`src/rtl/arbiter_router_pkg.sv`:
```
// Shared definitions for the round-robin packet arbiter.
//   arb_state_e     : arbiter FSM states (idle / locked on a packet)
//   TimeoutCntWidth : width of the optional lock-stall counter
//   hdr_len()       : extracts the beat-count field from a header beat
package arbiter_router_pkg;

  typedef enum logic [0:0] {
    StIdle   = 1'b0,
    StLocked = 1'b1
  } arb_state_e;

  localparam int unsigned TimeoutCntWidth = 16;
  localparam int unsigned HdrMaxWidth     = 64;

  // Returns the low len_nbits of a header beat; the caller narrows the result.
  function automatic logic [HdrMaxWidth-1:0] hdr_len(input logic [HdrMaxWidth-1:0] msg,
                                                     input int unsigned len_nbits);
    logic [HdrMaxWidth-1:0] mask;
    mask = (64'd1 << len_nbits) - 64'd1;
    return msg & mask;
  endfunction

endpackage

```
`src/rtl/arbiter_router_rr_picker.sv`:
```
// Combinational rotating-priority encoder.
// Scans val starting at rr_ptr and wrapping modulo NINPUTS; returns the first set index.
// Ports:
//   val       : per-requester valid vector
//   rr_ptr    : highest-priority index this cycle
//   grant     : index of the first valid requester at or after rr_ptr
//   any_valid : at least one requester is valid
module arbiter_router_rr_picker
  import arbiter_router_pkg::*;
#(
  parameter int unsigned NINPUTS    = 4,
  parameter int unsigned ADDR_NBITS = $clog2(NINPUTS)
) (
  input  logic [NINPUTS-1:0]    val,
  input  logic [ADDR_NBITS-1:0] rr_ptr,
  output logic [ADDR_NBITS-1:0] grant,
  output logic                  any_valid
);

  // cand[k] is the index examined at priority position k.
  logic [ADDR_NBITS-1:0] cand [NINPUTS];

  for (genvar g = 0; g < NINPUTS; g++) begin : g_cand
    assign cand[g] = ADDR_NBITS'((32'(rr_ptr) + 32'(g)) % NINPUTS);
  end

  assign any_valid = |val;

  // Walk from lowest to highest priority so the highest-priority hit is written last.
  always_comb begin
    grant = rr_ptr;
    for (int i = int'(NINPUTS) - 1; i >= 0; i--) begin
      if (val[cand[i]]) begin
        grant = cand[i];
      end
    end
  end

endmodule

```
`src/rtl/rr_packet_arbiter.sv`:
```
// Round-robin, packet-aware arbiter merging NINPUTS val/rdy streams into one.
// The header beat's low LEN_NBITS carry (beats - 1); the grant stays locked until that
// many beats have passed, then the rotation pointer advances past the granted input.
// Output goes through a single register stage tagged with the source address and a
// last-beat flag.
// Optional feature macro: ARBITER_ROUTER_LOCK_TIMEOUT_EN (abort a lock whose source
// stalls for TIMEOUT_CYCLES cycles and raise sticky err_timeout).
// Ports:
//   clk, reset        : clock, synchronous active-high reset
//   istream_val/rdy   : per-input handshake (unpacked arrays)
//   istream_msg       : per-input data
//   ostream_val/rdy   : output handshake (val registered)
//   ostream_msg       : {source address, data}
//   ostream_last      : final beat of a packet
//   busy              : arbiter is locked on a packet
//   err_timeout       : sticky lock-timeout flag (0 when feature disabled)
module rr_packet_arbiter
  import arbiter_router_pkg::*;
#(
  parameter int unsigned NBITS          = 32,
  parameter int unsigned NINPUTS        = 4,
  parameter int unsigned ADDR_NBITS     = $clog2(NINPUTS),
  parameter int unsigned LEN_NBITS      = 4,
  parameter int unsigned TIMEOUT_CYCLES = 64
) (
  input  logic                        clk,
  input  logic                        reset,
  input  logic                        istream_val [NINPUTS],
  output logic                        istream_rdy [NINPUTS],
  input  logic [NBITS-1:0]            istream_msg [NINPUTS],
  output logic                        ostream_val,
  input  logic                        ostream_rdy,
  output logic [ADDR_NBITS+NBITS-1:0] ostream_msg,
  output logic                        ostream_last,
  output logic                        busy,
  output logic                        err_timeout
);

  arb_state_e                  state_q, state_d;
  logic [ADDR_NBITS-1:0]       rr_ptr_q, rr_ptr_d;
  logic [ADDR_NBITS-1:0]       grant_q, grant_d;
  logic [LEN_NBITS-1:0]        remaining_q, remaining_d;
  logic                        out_full_q;
  logic [ADDR_NBITS+NBITS-1:0] out_msg_q;
  logic                        out_last_q;

  logic [NINPUTS-1:0]    val_vec;
  logic [ADDR_NBITS-1:0] pick_grant;
  logic                  pick_any;
  logic [ADDR_NBITS-1:0] sel;
  logic                  sel_active;
  logic                  sel_val;
  logic [NBITS-1:0]      sel_msg;
  logic                  in_rdy;
  logic                  accept;
  logic                  beat_last;
  logic [LEN_NBITS-1:0]  hdr_field;
  logic                  tmo_hit;

  function automatic logic [ADDR_NBITS-1:0] ptr_inc(input logic [ADDR_NBITS-1:0] p);
    return (p == ADDR_NBITS'(NINPUTS - 1)) ? '0 : p + ADDR_NBITS'(1);
  endfunction

  for (genvar g = 0; g < NINPUTS; g++) begin : g_val
    assign val_vec[g] = istream_val[g];
  end

  arbiter_router_rr_picker #(
    .NINPUTS    (NINPUTS),
    .ADDR_NBITS (ADDR_NBITS)
  ) u_picker (
    .val       (val_vec),
    .rr_ptr    (rr_ptr_q),
    .grant     (pick_grant),
    .any_valid (pick_any)
  );

  // The locked input owns the port whether or not it is presenting a beat.
  always_comb begin
    sel        = (state_q == StLocked) ? grant_q : pick_grant;
    sel_active = (state_q == StLocked) || pick_any;
    sel_val    = val_vec[sel];
    sel_msg    = istream_msg[sel];
    in_rdy     = !out_full_q || ostream_rdy;
    accept     = !reset && sel_active && sel_val && in_rdy;
    hdr_field  = LEN_NBITS'(hdr_len(HdrMaxWidth'(sel_msg), LEN_NBITS));
    beat_last  = (state_q == StIdle) ? (hdr_field == '0) : (remaining_q == LEN_NBITS'(1));
  end

  for (genvar g = 0; g < NINPUTS; g++) begin : g_rdy
    assign istream_rdy[g] = !reset && sel_active && in_rdy && (sel == ADDR_NBITS'(g));
  end

`ifdef ARBITER_ROUTER_LOCK_TIMEOUT_EN
  logic [TimeoutCntWidth-1:0] tmo_cnt_q, tmo_cnt_d;
  logic                       err_q, err_d;

  // Fires on the TIMEOUT_CYCLES-th consecutive stall cycle of the locked source.
  assign tmo_hit = (state_q == StLocked) && !sel_val &&
                   (tmo_cnt_q == TimeoutCntWidth'(TIMEOUT_CYCLES - 1));

  always_comb begin
    tmo_cnt_d = tmo_cnt_q;
    err_d     = err_q;
    if ((state_q != StLocked) || accept || tmo_hit) begin
      tmo_cnt_d = '0;
    end else if (!sel_val) begin
      tmo_cnt_d = tmo_cnt_q + TimeoutCntWidth'(1);
    end
    if (tmo_hit) begin
      err_d = 1'b1;
    end
  end

  always_ff @(posedge clk) begin
    if (reset) begin
      tmo_cnt_q <= '0;
      err_q     <= 1'b0;
    end else begin
      tmo_cnt_q <= tmo_cnt_d;
      err_q     <= err_d;
    end
  end

  assign err_timeout = err_q;
`else
  logic unused_tmo_cfg;
  assign unused_tmo_cfg = ^TIMEOUT_CYCLES;
  assign tmo_hit        = 1'b0;
  assign err_timeout    = 1'b0;
`endif

  always_comb begin
    state_d     = state_q;
    rr_ptr_d    = rr_ptr_q;
    grant_d     = grant_q;
    remaining_d = remaining_q;
    case (state_q)
      StIdle: begin
        if (accept) begin
          if (hdr_field == '0) begin
            rr_ptr_d = ptr_inc(sel);
          end else begin
            state_d     = StLocked;
            grant_d     = sel;
            remaining_d = hdr_field;
          end
        end
      end
      StLocked: begin
        if (accept) begin
          remaining_d = remaining_q - LEN_NBITS'(1);
          if (remaining_q == LEN_NBITS'(1)) begin
            state_d  = StIdle;
            rr_ptr_d = ptr_inc(grant_q);
          end
        end else if (tmo_hit) begin
          // Abandon the packet without forging a closing beat.
          state_d     = StIdle;
          rr_ptr_d    = ptr_inc(grant_q);
          remaining_d = '0;
        end
      end
      default: state_d = StIdle;
    endcase
  end

  always_ff @(posedge clk) begin
    if (reset) begin
      state_q     <= StIdle;
      rr_ptr_q    <= '0;
      grant_q     <= '0;
      remaining_q <= '0;
      out_full_q  <= 1'b0;
      out_msg_q   <= '0;
      out_last_q  <= 1'b0;
    end else begin
      state_q     <= state_d;
      rr_ptr_q    <= rr_ptr_d;
      grant_q     <= grant_d;
      remaining_q <= remaining_d;
      if (accept) begin
        out_full_q <= 1'b1;
        out_msg_q  <= {sel, sel_msg};
        out_last_q <= beat_last;
      end else if (ostream_rdy) begin
        out_full_q <= 1'b0;
        out_last_q <= 1'b0;
      end
    end
  end

  assign ostream_val  = out_full_q;
  assign ostream_msg  = out_msg_q;
  assign ostream_last = out_last_q;
  assign busy         = (state_q == StLocked);

endmodule

```
`config.mk`:
```
export PLATFORM = sky130hd
export DESIGN_NAME = rr_packet_arbiter
export DESIGN_NICKNAME = d
export VERILOG_FILES = /design/src/rtl/arbiter_router_pkg.sv /design/src/rtl/arbiter_router_rr_picker.sv /design/src/rtl/rr_packet_arbiter.sv
export SDC_FILE = /design/constraint.sdc
export NUM_CORES = 1
export LEC_CHECK = 0
export CAP_MARGIN = 5
export CORE_MARGIN = 10
export CORE_UTILIZATION = 39
export CTS_CLUSTER_DIAMETER = 100
export DETAILED_ROUTE_END_ITERATION = 12
export PLACE_DENSITY = 0.81
export SLEW_MARGIN = 10
export SYNTH_ARGS = -nofsm -noshare
export SYNTH_HDL_FRONTEND = slang
export SYNTH_SLANG_ARGS = --single-unit
```
`constraint.sdc`:
```
create_clock -name clk -period 3.6 [get_ports clk]
set_input_delay 0.72 -clock clk [delete_from_list [all_inputs] [get_ports clk]]
set_output_delay 0.72 -clock clk [all_outputs]
set_load 0.03 [all_outputs]
```
# Word level (Yosys, flattened, before mapping)
# Cells that the tools add are included.
# Widths: inputs -> output; s select.
# totals
inputBits,135
out_inout_bits,42
memories,0
elab_cells,89
mem_bits_rw,0
ff_bits,45
mem_bits_ro,0
latch_bits,0
# classes
n_mul,0
order_cmp,6
div_mod_pow,0
n_reduce_logical,19
bitwise_logic,3
add_sub_neg,6
mux,38
shifts,0
eq_ne,10
# op_table
cell,count
$bmux 32 s2,1
$mux 32,2
$mux 2,11
$lt 2x3->1 const B,5
$mux 1,13
$mux 4,3
$bmux 1 s2,5
$logic_and 1x1->1,8
$pmux 4 s2,1
$add 2x1->2 const B,3
$eq 2x2->1 const B,3
$ne 2x1->1 const B,3
$reduce_and 3->1,2
$add 2x2->2 const B,2
$eq 4x1->1 const B,1
$logic_not 4->1,1
$ne 2x2->1 const B,2
$pmux 2 s2,1
$reduce_and 4->1,1
$reduce_or 4->1,1
$sub 4x1->4 const B,1
$ge 3x3->1 const B,1
$not 2->3,1
$eq 2x1->1 const B,1
other kinds (6),9

# Depth between registers and ports, before layout
# Gate-level depths: netlist (run 1).
# logic_depth
depth_word,16
mapped_depth,10
mapped_depth_nobuf,9

# Modules after synthesis
# From an unflattened synthesis (run 1), not the netlist that was laid out.
# unflattened
hier_cells,382
hier_area_um2,3290.7
# modules_own_cells
module,n_inst,cells_each,area_per_inst_um2,seq_area_each_um2
rr_packet_arbiter,1,366,3190.6,900.9
arbiter_router_rr_picker,1,16,100.1,0.0

# Least setup slack after synthesis (run 1)
# No wires, ideal clock.
# synth_timing
kind,input to output
startpoint,input port istream_val[1] in the netlist's numbering
endpoint,output port istream_rdy[0] in the netlist's numbering
path_stages,7
path_slack_ns,0.580
required_ns,2.880
arrival_time_ns,2.300
cell_sequence,nor2b_1 -> o21a_1 -> o41a_1 -> inv_2 -> clkbuf_1 -> ha_1 -> and2_1
# synth_lines
item,line,source
"start, declared",rr_packet_arbiter.sv:28,"input logic istream_val [NINPUTS],"
"end, declared",rr_packet_arbiter.sv:29,"output logic istream_rdy [NINPUTS],"

==> results.toml, run 1 <==
[final_layout]
layout-drive-gt1-share_pct = 9.85
synthToLayoutAreaGrowth_pct = 65.6
final_cells = 753
multi_input_area_sq_mm = 0.00206
finish.instance_area_sq_mm = 0.00521
final_nets = 792
filler_cell_count = 706
mostFrequentLayoutCells = "clkdlybuf4s50_1 (168), nand2_1 (156), nand3_1 (85)"
seq_area_sq_um = 901
final_common_cell = "clkdlybuf4s50_1"

[logic_synthesis]
ys_top_cells_by_area = "dfxtp_1 (29%), nand2_1 (19%), nand3_1 (14%)"
yosysTopAreaCell = "dfxtp_1"
yosysWarnings = 0
synth-edff-count = 0
syn_area_sq_mm = 0.00315
yosysSeqAreaShare_pct = 28.6
syn_inst = 474
synthArstFlopShare_pct = 0
ys_seq_elements = 45
synth_top_cell_area_share_pct = 28.6
synth_nets = 616
avgSynthCellArea_sq_um = 6.64
yosysUniqueCellTypes = 53
synth_ff_type = "dfxtp_1"

[sta]
setup-violations-final = 0
hold_viol_final = 0
holdWs_ns = 0.452
rsz0062_at_grt = "false"
post-route-period-util_pct = 96.7
fmax_mhz = 287
skew_ns = 0.00566
period_needed_ns = 3.48
slew_violations = 0

[worst_setup_path]
critPathSlowestCell = "o41a_2"
crit_path_end_kind = "primary output"
crit_fanout = 8
critPathKind = "input pin to primary output"
arrival_ns = 2.76
critPathMostFrequentCell = "buf_4"
path_cells = "clkdlybuf4s50_1, nor2_1, a21boi_2, o41a_2, buf_4, inv_4, ha_1, and2_1, buf_4"
cp-start-kind = "input pin"
required_ns = 2.88
critPathMaxStageDelay_ns = 0.51
startpoint = "istream_val[3]"
crit_family = "buffers and inverters"
worst-path-buf-inv = 4
r2r_start = "rr_ptr_q[0]$_SDFFE_PP0P_"

[placement]
dp.cells = 745
place_hpwl_um = 9840
numPortBuffers = 175
placed_cell_area_sq_mm = 0.00510
gp_congestion = 0.896

[hold_path]
min-delay-start = "ostream_msg[17]$_SDFFE_PP0P_"
hp-class = "flop to flop"

[floorplanning]
die_h_um = 110
dieArea_sq_mm = 0.0121
die_w_um = 110
core_area_sq_mm = 0.00781
rows = 32
io_pins = 177
initial_core_util_pct = 40.3

[power_and_ir_drop]
p_per_area_mw_per_mm2 = 366
leakage_nw = 2.05
ir_drop_mv = 0.161

[drt]
vias_per_cell = 5.20
drc_errors = 0
antenna_left = 0
drt-total-wl_um = 12300
drt_iter0_drc = 141
drtPass1Iterations = 6
wl_per_cell_um = 16.4
vias = 3915

[flow_run]
maxCapViolCount = 0

[clocking]
path_clk_slew_ns = 0.08
clock_latency_ns = 0.28
cts_tree = "yes"
cts_buffer_depth = 2
cts_made_buffers = 5
post-cts-setup-buffer-count = 0
hold_buffers = 0
cts.sinks = 45
cts_max_level = 2
root_buffer = "clkbuf_8"

[global_route]
antenna_found_initial = 1
grt_max_degree = 46
grt_pass1_wl_um = 19100
grt_pass1_vias = 3884
grt.overflow.total = 0
grt_use_total_pct = 19.5

[status]
status = "finished, final reports clean"
[state kept, by name (all words and copies together) (netlist names)]
name and flops:
rr_ptr_q 2, remaining_q 4, ostream_msg 34, grant_q 2, busy 1, ostream_val 1
ostream_last 1
[power by group]
| group | internal [W] | switching, W | leakage [nW] | total, W |
|---|---|---|---|---|
| sequential | 0.000558 | 0.0000466 | 0.368 | 0.000605 |
| clock | 0.000202 | 0.000159 | 0.0540 | 0.000361 |
| combinational | 0.000435 | 0.000504 | 1.62 | 0.000940 |
| total | 0.00120 | 0.000710 | 2.05 | 0.00191 |
[cell usage after synthesis (4+ instances only)]
library cell  count
a21oi_1          40
mux2_2            4
a211oi_2          4
nor2_1           11
nand2_1         156
buf_1             6
a22oi_1           4
buf_2             8
a221oi_1          4
clkbuf_1         22
nand3_1          85
dfxtp_1          45
inv_1             6
and2_1            5
nor2b_1           7
nor3_1           10
ha_1              7
[final cells by class]
cell class,count,area share [%]
multi-input cells,383,39.4
repair buffers,207,38.1
flip-flops and latches,45,17.3
well taps,102,2.45
clock buffers,5,1.32
inverters,8,0.720
clock inverters,2,0.672
diodes,1,0.0480
[worst reg2reg max path, stage by stage (launching register included)]
cell       delay (ns)
dfxtp_1          0.46
nand2b_1         0.16
a21oi_2          0.06
o41a_2           0.54
buf_4            0.20
buf_4            0.23
nor3_1           0.20
a211oi_2         0.10
nor4_4           0.26
buf_4            0.21
a2bb2oi_2        0.08
mux2_1           0.31
[timing repair]
item,CTS,global route
cloned,0,0
endpoints found under the setup margin,2,2
resized for setup,2,3
[path summary, 6_finish.rpt]
check,to,slack [ns],cells after the start
max reg2reg,rr_ptr_q[0]$_SDFFE_PP0P_,0.70,11
min reg2reg,ostream_msg[17]$_SDFFE_PP0P_,0.45,2
max,istream_rdy[0],0.12,9
min,ostream_msg[17]$_SDFFE_PP0P_,0.45,2
[kinds of logic (layout without fill, tap and decap cells)]
| kind of cell | after synthesis | in the layout | synth area share [%] |
|---|---|---|---|
| muxes | 9 | 9 | 3.22 |
| AOI/OAI and AO/OA | 79 | 79 | 17.8 |
| DFF | 45 | 45 | 28.6 |
| and+or+nand+nor | 287 | 287 | 41.2 |
| buffers and inverters | 46 | 222 | 6.32 |
| adders and majority gates | 7 | 7 | 2.78 |
| other | 1 | 2 | 0.119 |
[per-stage QoR]
| stage | utilization (%) | worst slack [ns] | total power, W | setup TNS (ns) |
|---|---|---|---|---|
| after floorplan | - | 0.580 | 0.00115 | 0 |
| after detailed placement | 65.3 | -0.101 | 0.00155 | -0.385 |
| final | 66.8 | 0.119 | 0.00191 | 0 |
| after global placement | 65.3 | -0.0317 | 0.00153 | -0.0706 |
| after global routing | 66.8 | 0.0126 | 0.00202 | 0 |
| after CTS | 66.6 | 0.0220 | 0.00192 | 0 |
[routing by layer]
metal,global-route usage (%),share of wire (%),up-vias
li1,-,-,1979
met1,21.0,38,1763
met2,35.3,51,161
met3,6.61,8.9,12
met4,5.30,1.5,0
met5,0,0,-
Note: power is estimated with default switching activity, not from simulation.
==> run 2, diff against run 1 <==
--- a/config.mk
+++ b/config.mk
@@ -6,6 +6,7 @@
 export NUM_CORES = 1
 export LEC_CHECK = 0
 export CAP_MARGIN = 5
+export CORE_ASPECT_RATIO = 0.7
 export CORE_MARGIN = 10
 export CORE_UTILIZATION = 39
 export CTS_CLUSTER_DIAMETER = 100
==> run 2 against run 1 <==
Against the previous run:
- count of clock-buffer cells in the layout stayed put
- worst setup slack worse by 0.032 ns
- sequential power hardly changed
- sequential share of layout area fell by 0.31 points
- design area increased by 1.8%
- combinational power rose by 1%
- total power up 13%
- first-iteration DRC count is 110% higher
- utilization increased by 0.65 points
==> results.toml, run 2 (synthesis results as in run 1) <==
[drt]
drtPass1Iterations = 5
drc_errors = 0
vias_per_cell = 5.32
vias = 3993
wl_per_cell_um = 17.3
drt_iter0_drc = 300
drt-total-wl_um = 13000
antenna_left = 0

[worst_setup_path]
r2r_start = "busy$_SDFF_PP0_"
worst-path-buf-inv = 4
critPathMaxStageDelay_ns = 0.51
crit_path_end_kind = "primary output"
critPathSlowestCell = "o41a_4"
crit_family = "buffers and inverters"
crit_fanout = 9
cp-start-kind = "input pin"
arrival_ns = 2.79
path_cells = "clkdlybuf4s50_1, nand2b_1, a21oi_2, o41a_4, buf_4, inv_4, ha_1, and2_1, buf_12"
worstReg2RegEnd = "grant_q[0]$_SDFFE_PP0P_"
reg2reg_slack_ns = 0.53
critPathKind = "input pin to primary output"
reg2reg_depth = 8
required_ns = 2.88

[floorplanning]
die_h_um = 95.2
io_pins = 177
core_area_sq_mm = 0.00787
die_w_um = 127
initial_core_util_pct = 40.0
dieArea_sq_mm = 0.0121
rows = 27

[global_route]
grt.overflow.total = 0
grt_pass1_vias = 3984
antenna_found_initial = 1
grt_max_degree = 46
grt_pass1_wl_um = 20300
grt_use_total_pct = 20.2

[clocking]
path_clk_slew_ns = 0.06
clock_latency_ns = 0.28
cts_tree = "yes"
post-cts-setup-buffer-count = 0
hold_buffers = 0
cts_buffer_depth = 2
cts_made_buffers = 5
cts.sinks = 45
cts_max_level = 2
root_buffer = "clkbuf_16"

[sta]
skew_ns = 0.00613
slew_violations = 0
post-route-period-util_pct = 97.6
fmax_mhz = 285
timing.slew.headroom_pct = 59.9
hold_viol_final = 0
fin_ws_ns = 0.0877
rsz0062_at_grt = "false"
fin_tns_setup_ns = 0
tightestPinTransition_ns = 0.601
period_needed_ns = 3.51
setup-violations-final = 0

[power_and_ir_drop]
leakage_nw = 2.09
p_per_area_mw_per_mm2 = 404
ir_drop_mv = 0.318

[placement]
place_hpwl_um = 10300
gp_congestion = 0.862
place_ws_ns = -0.121
numPortBuffers = 175

[final_layout]
final_common_cell = "clkdlybuf4s50_1"
layout-drive-gt1-share_pct = 9.86
synthToLayoutAreaGrowth_pct = 68.6
n_antenna_cell = 0
mostFrequentLayoutCells = "clkdlybuf4s50_1 (167), nand2_1 (156), nand3_1 (85)"
largest_reg_flops = 34
final_nets = 790

[hold_path]
min-delay-start = "ostream_msg[5]$_SDFFE_PP0P_"
hp-class = "flop to flop"
min_path_cells = 2
min_to = "ostream_msg[5]$_SDFFE_PP0P_"

[flow_run]
maxCapViolCount = 0

[status]
status = "finished, final reports clean"
==> run 2: layer usage <==
| metal | up-vias | share of wire [%] | wire length, um | global-route usage, % |
|---|---|---|---|---|
| met3 | 16 | 12 | 1600 | 10.1 |
| met2 | 195 | 44 | 5760 | 33.1 |
| met1 | 1804 | 42 | 5450 | 23.4 |
| li1 | 1976 | - | - | - |
| met4 | 2 | 1.0 | 133 | 4.16 |
| met5 | - | 0.14 | 18 | 0 |
==> run 2: layout make-up <==
class / instances / area, sq um
Sequential cell: 45 / 901
Fill cell: 675 / 2560
Clock inverter: 3 / 65.1
Clock buffer: 5 / 125
Timing Repair Buffer: 205 / 1980
Inverter: 8 / 37.5
Multi-Input combinational cell: 383 / 2070
Tap cell: 101 / 126
==> run 2: worst max path at each step <==
| stage | startpoint | to | slack (ns) | depth (start not counted) |
|---|---|---|---|---|
| after global placement | istream_val[0] | istream_rdy[1] | -0.02 | 8 |
| final | istream_val[2] | istream_rdy[0] | 0.09 | 9 |
| after CTS | istream_val[0] | istream_rdy[0] | 0.01 | 9 |
| after global routing | istream_val[2] | istream_rdy[0] | 0.01 | 9 |
| after detailed placement | istream_val[1] | rr_ptr_q[0]$_SDFFE_PP0P_ | -0.12 | 12 |
| after floorplan | istream_val[1] | istream_rdy[0] | 0.58 | 7 |
==> run 2: power breakdown <==
group          internal, W  switching (W)
Clock             0.000396       0.000189
Combinational     0.000437       0.000515
Sequential        0.000559      0.0000486
Total              0.00139       0.000752
==> run 2: metrics by stage <==
step                      hold WS (ns)  cells  cell area [sq um]  power, W  util (%)
after floorplan                  0.488    474               3150   0.00115         -
after global placement           0.438    742               5100   0.00154      64.8
after detailed placement         0.442    742               5100   0.00156      64.8
after CTS                        0.451    750               5290   0.00215      67.2
after global routing             0.468    750               5310   0.00228      67.4
final                            0.449    750               5310   0.00214      67.4
==> run 2: repair_timing <==
action | 4_1_cts | 5_1_grt
resized for setup | 3 | 5
setup endpoints to repair | 3 | 3
gates cloned | 0 | 0
pin swaps | 0 | 0
==> run 2: worst reg2reg max path, cell delays in order (launching register included) <==
cell	delay (ns)
dfxtp_1	0.70
buf_4	0.29
inv_1	0.20
a311oi_1	0.49
buf_4	0.22
nand2_1	0.11
o22a_1	0.27
or3_4	0.38
mux2_4	0.31
==> run 3, diff against run 2 <==
--- a/config.mk
+++ b/config.mk
@@ -5,6 +5,7 @@
 export SDC_FILE = /design/constraint.sdc
 export NUM_CORES = 1
 export LEC_CHECK = 0
+export ABC_CLOCK_PERIOD_IN_PS = 3600
 export CAP_MARGIN = 5
 export CORE_ASPECT_RATIO = 0.7
 export CORE_MARGIN = 10
@@ -12,6 +13,7 @@
 export CTS_CLUSTER_DIAMETER = 100
 export DETAILED_ROUTE_END_ITERATION = 12
 export PLACE_DENSITY = 0.81
+export REMOVE_ABC_BUFFERS = 1
 export SLEW_MARGIN = 10
 export SYNTH_ARGS = -nofsm -noshare
 export SYNTH_HDL_FRONTEND = slang
==> run 3 against run 2 <==
Against the previous run:
- highest routed layer is now met4
- utilization down 0.43 points
- global-route usage decreased by 0.51 points
- total power shrank 3.1%
- sequential power shrank 0.7%
- worst setup slack gained 0.014 ns
- fmax rose by 0.40%
- largest power group unchanged
- flip-flop and latch count unchanged
- non-clock buffer count fell by 1
- die area did not move
- register-to-register slack improved by 0.26 ns
==> results.toml, run 3 (synthesis results as in run 1) <==
[drt]
drt_iter0_drc = 269
drc_errors = 0
antenna_left = 0
drt-total-wl_um = 12700
vias = 4026
vias_per_cell = 5.38
drtPass1Iterations = 5
wl_per_cell_um = 16.9

[hold_path]
min_path_cells = 2
min-delay-start = "ostream_msg[23]$_SDFFE_PP0P_"
min_to = "ostream_msg[23]$_SDFFE_PP0P_"
hp-class = "flop to flop"

[worst_setup_path]
path_cells = "clkdlybuf4s50_1, nor2_1, a21boi_2, o41a_2, buf_4, inv_6, ha_2, and2_1, buf_4"
crit_family = "buffers and inverters"
critPathKind = "input pin to primary output"
reg2reg_depth = 10
critPathSlowestCell = "clkdlybuf4s50_1"
worst-path-buf-inv = 4
arrival_ns = 2.78
critPathMaxStageDelay_ns = 0.52
cp-start-kind = "input pin"
critPathMostFrequentCell = "buf_4"
crit_path_end_kind = "primary output"
required_ns = 2.88
reg2reg_slack_ns = 0.79
crit_fanout = 11
r2r_start = "rr_ptr_q[1]$_SDFFE_PP0P_"
worstReg2RegEnd = "rr_ptr_q[0]$_SDFFE_PP0P_"

[final_layout]
final_common_cell = "clkdlybuf4s50_1"
n_antenna_cell = 0
final_nets = 789
layout-drive-gt1-share_pct = 9.88
synthToLayoutAreaGrowth_pct = 67.6
mostFrequentLayoutCells = "clkdlybuf4s50_1 (167), nand2_1 (156), nand3_1 (85)"
finish.instance_area_sq_mm = 0.00527
largest_reg_flops = 34
filler_cell_count = 682

[sta]
fin_ws_ns = 0.102
timing.slew.headroom_pct = 67.0
fin_tns_setup_ns = 0
setup-violations-final = 0
slew_violations = 0
tightestPinTransition_ns = 0.490
fmax_mhz = 286
hold_viol_final = 0
rsz0062_at_grt = "false"
skew_ns = 0.00374
period_needed_ns = 3.50
post-route-period-util_pct = 97.2

[global_route]
antenna_found_initial = 0
grt_pass1_wl_um = 20000
grt_use_total_pct = 19.7
grt_pass1_vias = 4086
grt.overflow.total = 0
grt_max_degree = 46

[clocking]
cts_made_buffers = 5
cts_buffer_depth = 2
cts_tree = "yes"
cts.repair.resized = 3
cts_max_level = 2
root_buffer = "clkbuf_16"
path_clk_slew_ns = 0.06
clock_latency_ns = 0.28
cts.sinks = 45
hold_buffers = 0
post-cts-setup-buffer-count = 0

[power_and_ir_drop]
leakage_nw = 2.07
p_total_w = 0.00208
p_per_area_mw_per_mm2 = 394
ir_drop_mv = 0.297

[floorplanning]
dieArea_sq_mm = 0.0121
die_h_um = 95.2
core_area_sq_mm = 0.00787
initial_core_util_pct = 40.0
die_w_um = 127
io_pins = 177
rows = 27

[flow_run]
maxCapViolCount = 0

[status]
status = "finished, final reports clean"

[placement]
placed_cell_area_sq_mm = 0.00508
place_ws_ns = -0.125
numPortBuffers = 175
gp_congestion = 0.919
place_hpwl_um = 10000
[run 3: cell count changes in the layout (fill, tap and decap cells not counted), sizes merged]
cell    change
buf         -1
bufinv      -1
clkinv      -1
clkbuf      +2
[run 3: metal layers]
metal | global-route usage, % | wire [um]
met5 | 0 | 0
met4 | 6.05 | 238
met3 | 6.82 | 1360
met2 | 33.3 | 5910
met1 | 23.1 | 5160
[run 3: how the worst max path moves through the flow]
| stage | from | endpoint | slack, ns | depth (start not counted) |
|---|---|---|---|---|
| 4_1_cts | istream_val[0] | istream_rdy[0] | 0.03 | 9 |
| 6_report | istream_val[2] | istream_rdy[0] | 0.10 | 9 |
| 3_3_place_gp | istream_val[0] | istream_rdy[1] | 0.003 | 8 |
| 3_5_place_dp | istream_val[0] | grant_q[0]$_SDFFE_PP0P_ | -0.12 | 11 |
| 2_1_floorplan | istream_val[2] | grant_q[0]$_SDFFE_PP0P_ | -1.03 | 9 |
| 5_1_grt | istream_val[2] | istream_rdy[0] | 0.02 | 9 |
[run 3: metrics by stage]
stage                     hold WS, ns  std cells  util (%)
final                           0.451        749      67.0
after global routing            0.474        749      67.0
after CTS                       0.450        749      66.7
after detailed placement        0.442        741      64.5
after global placement          0.438        741      64.5
after floorplan                 0.489        436         -
[run 3: power breakdown]
part / switching, W / internal (W) / total [W]
clock network: 0.000179 / 0.000347 / 0.000525
registers: 0.0000448 / 0.000559 / 0.000604
logic: 0.000512 / 0.000436 / 0.000948
[run 3: cell type report]
cell class | instances | area, sq um | share of cell area [%]
sequential | 45 | 901 | 17.1
inverter | 8 | 40.0 | 0.759
clock buffer | 7 | 143 | 2.71
clock inverter | 1 | 30.0 | 0.570
multi-input combinational | 383 | 2070 | 39.2
timing repair buffer | 204 | 1960 | 37.3
tap | 101 | 126 | 2.40
[run 3: worst register-to-register path: stages (launching register included)]
cell and delay, ns:
dfxtp_1 0.45, nor3_1 0.10, a211o_1 0.28, o221a_4 0.31, buf_4 0.25, nor3_1 0.28, a211oi_2 0.11, nor4_4 0.33
buf_4 0.21, a2bb2oi_2 0.08, mux2_1 0.30
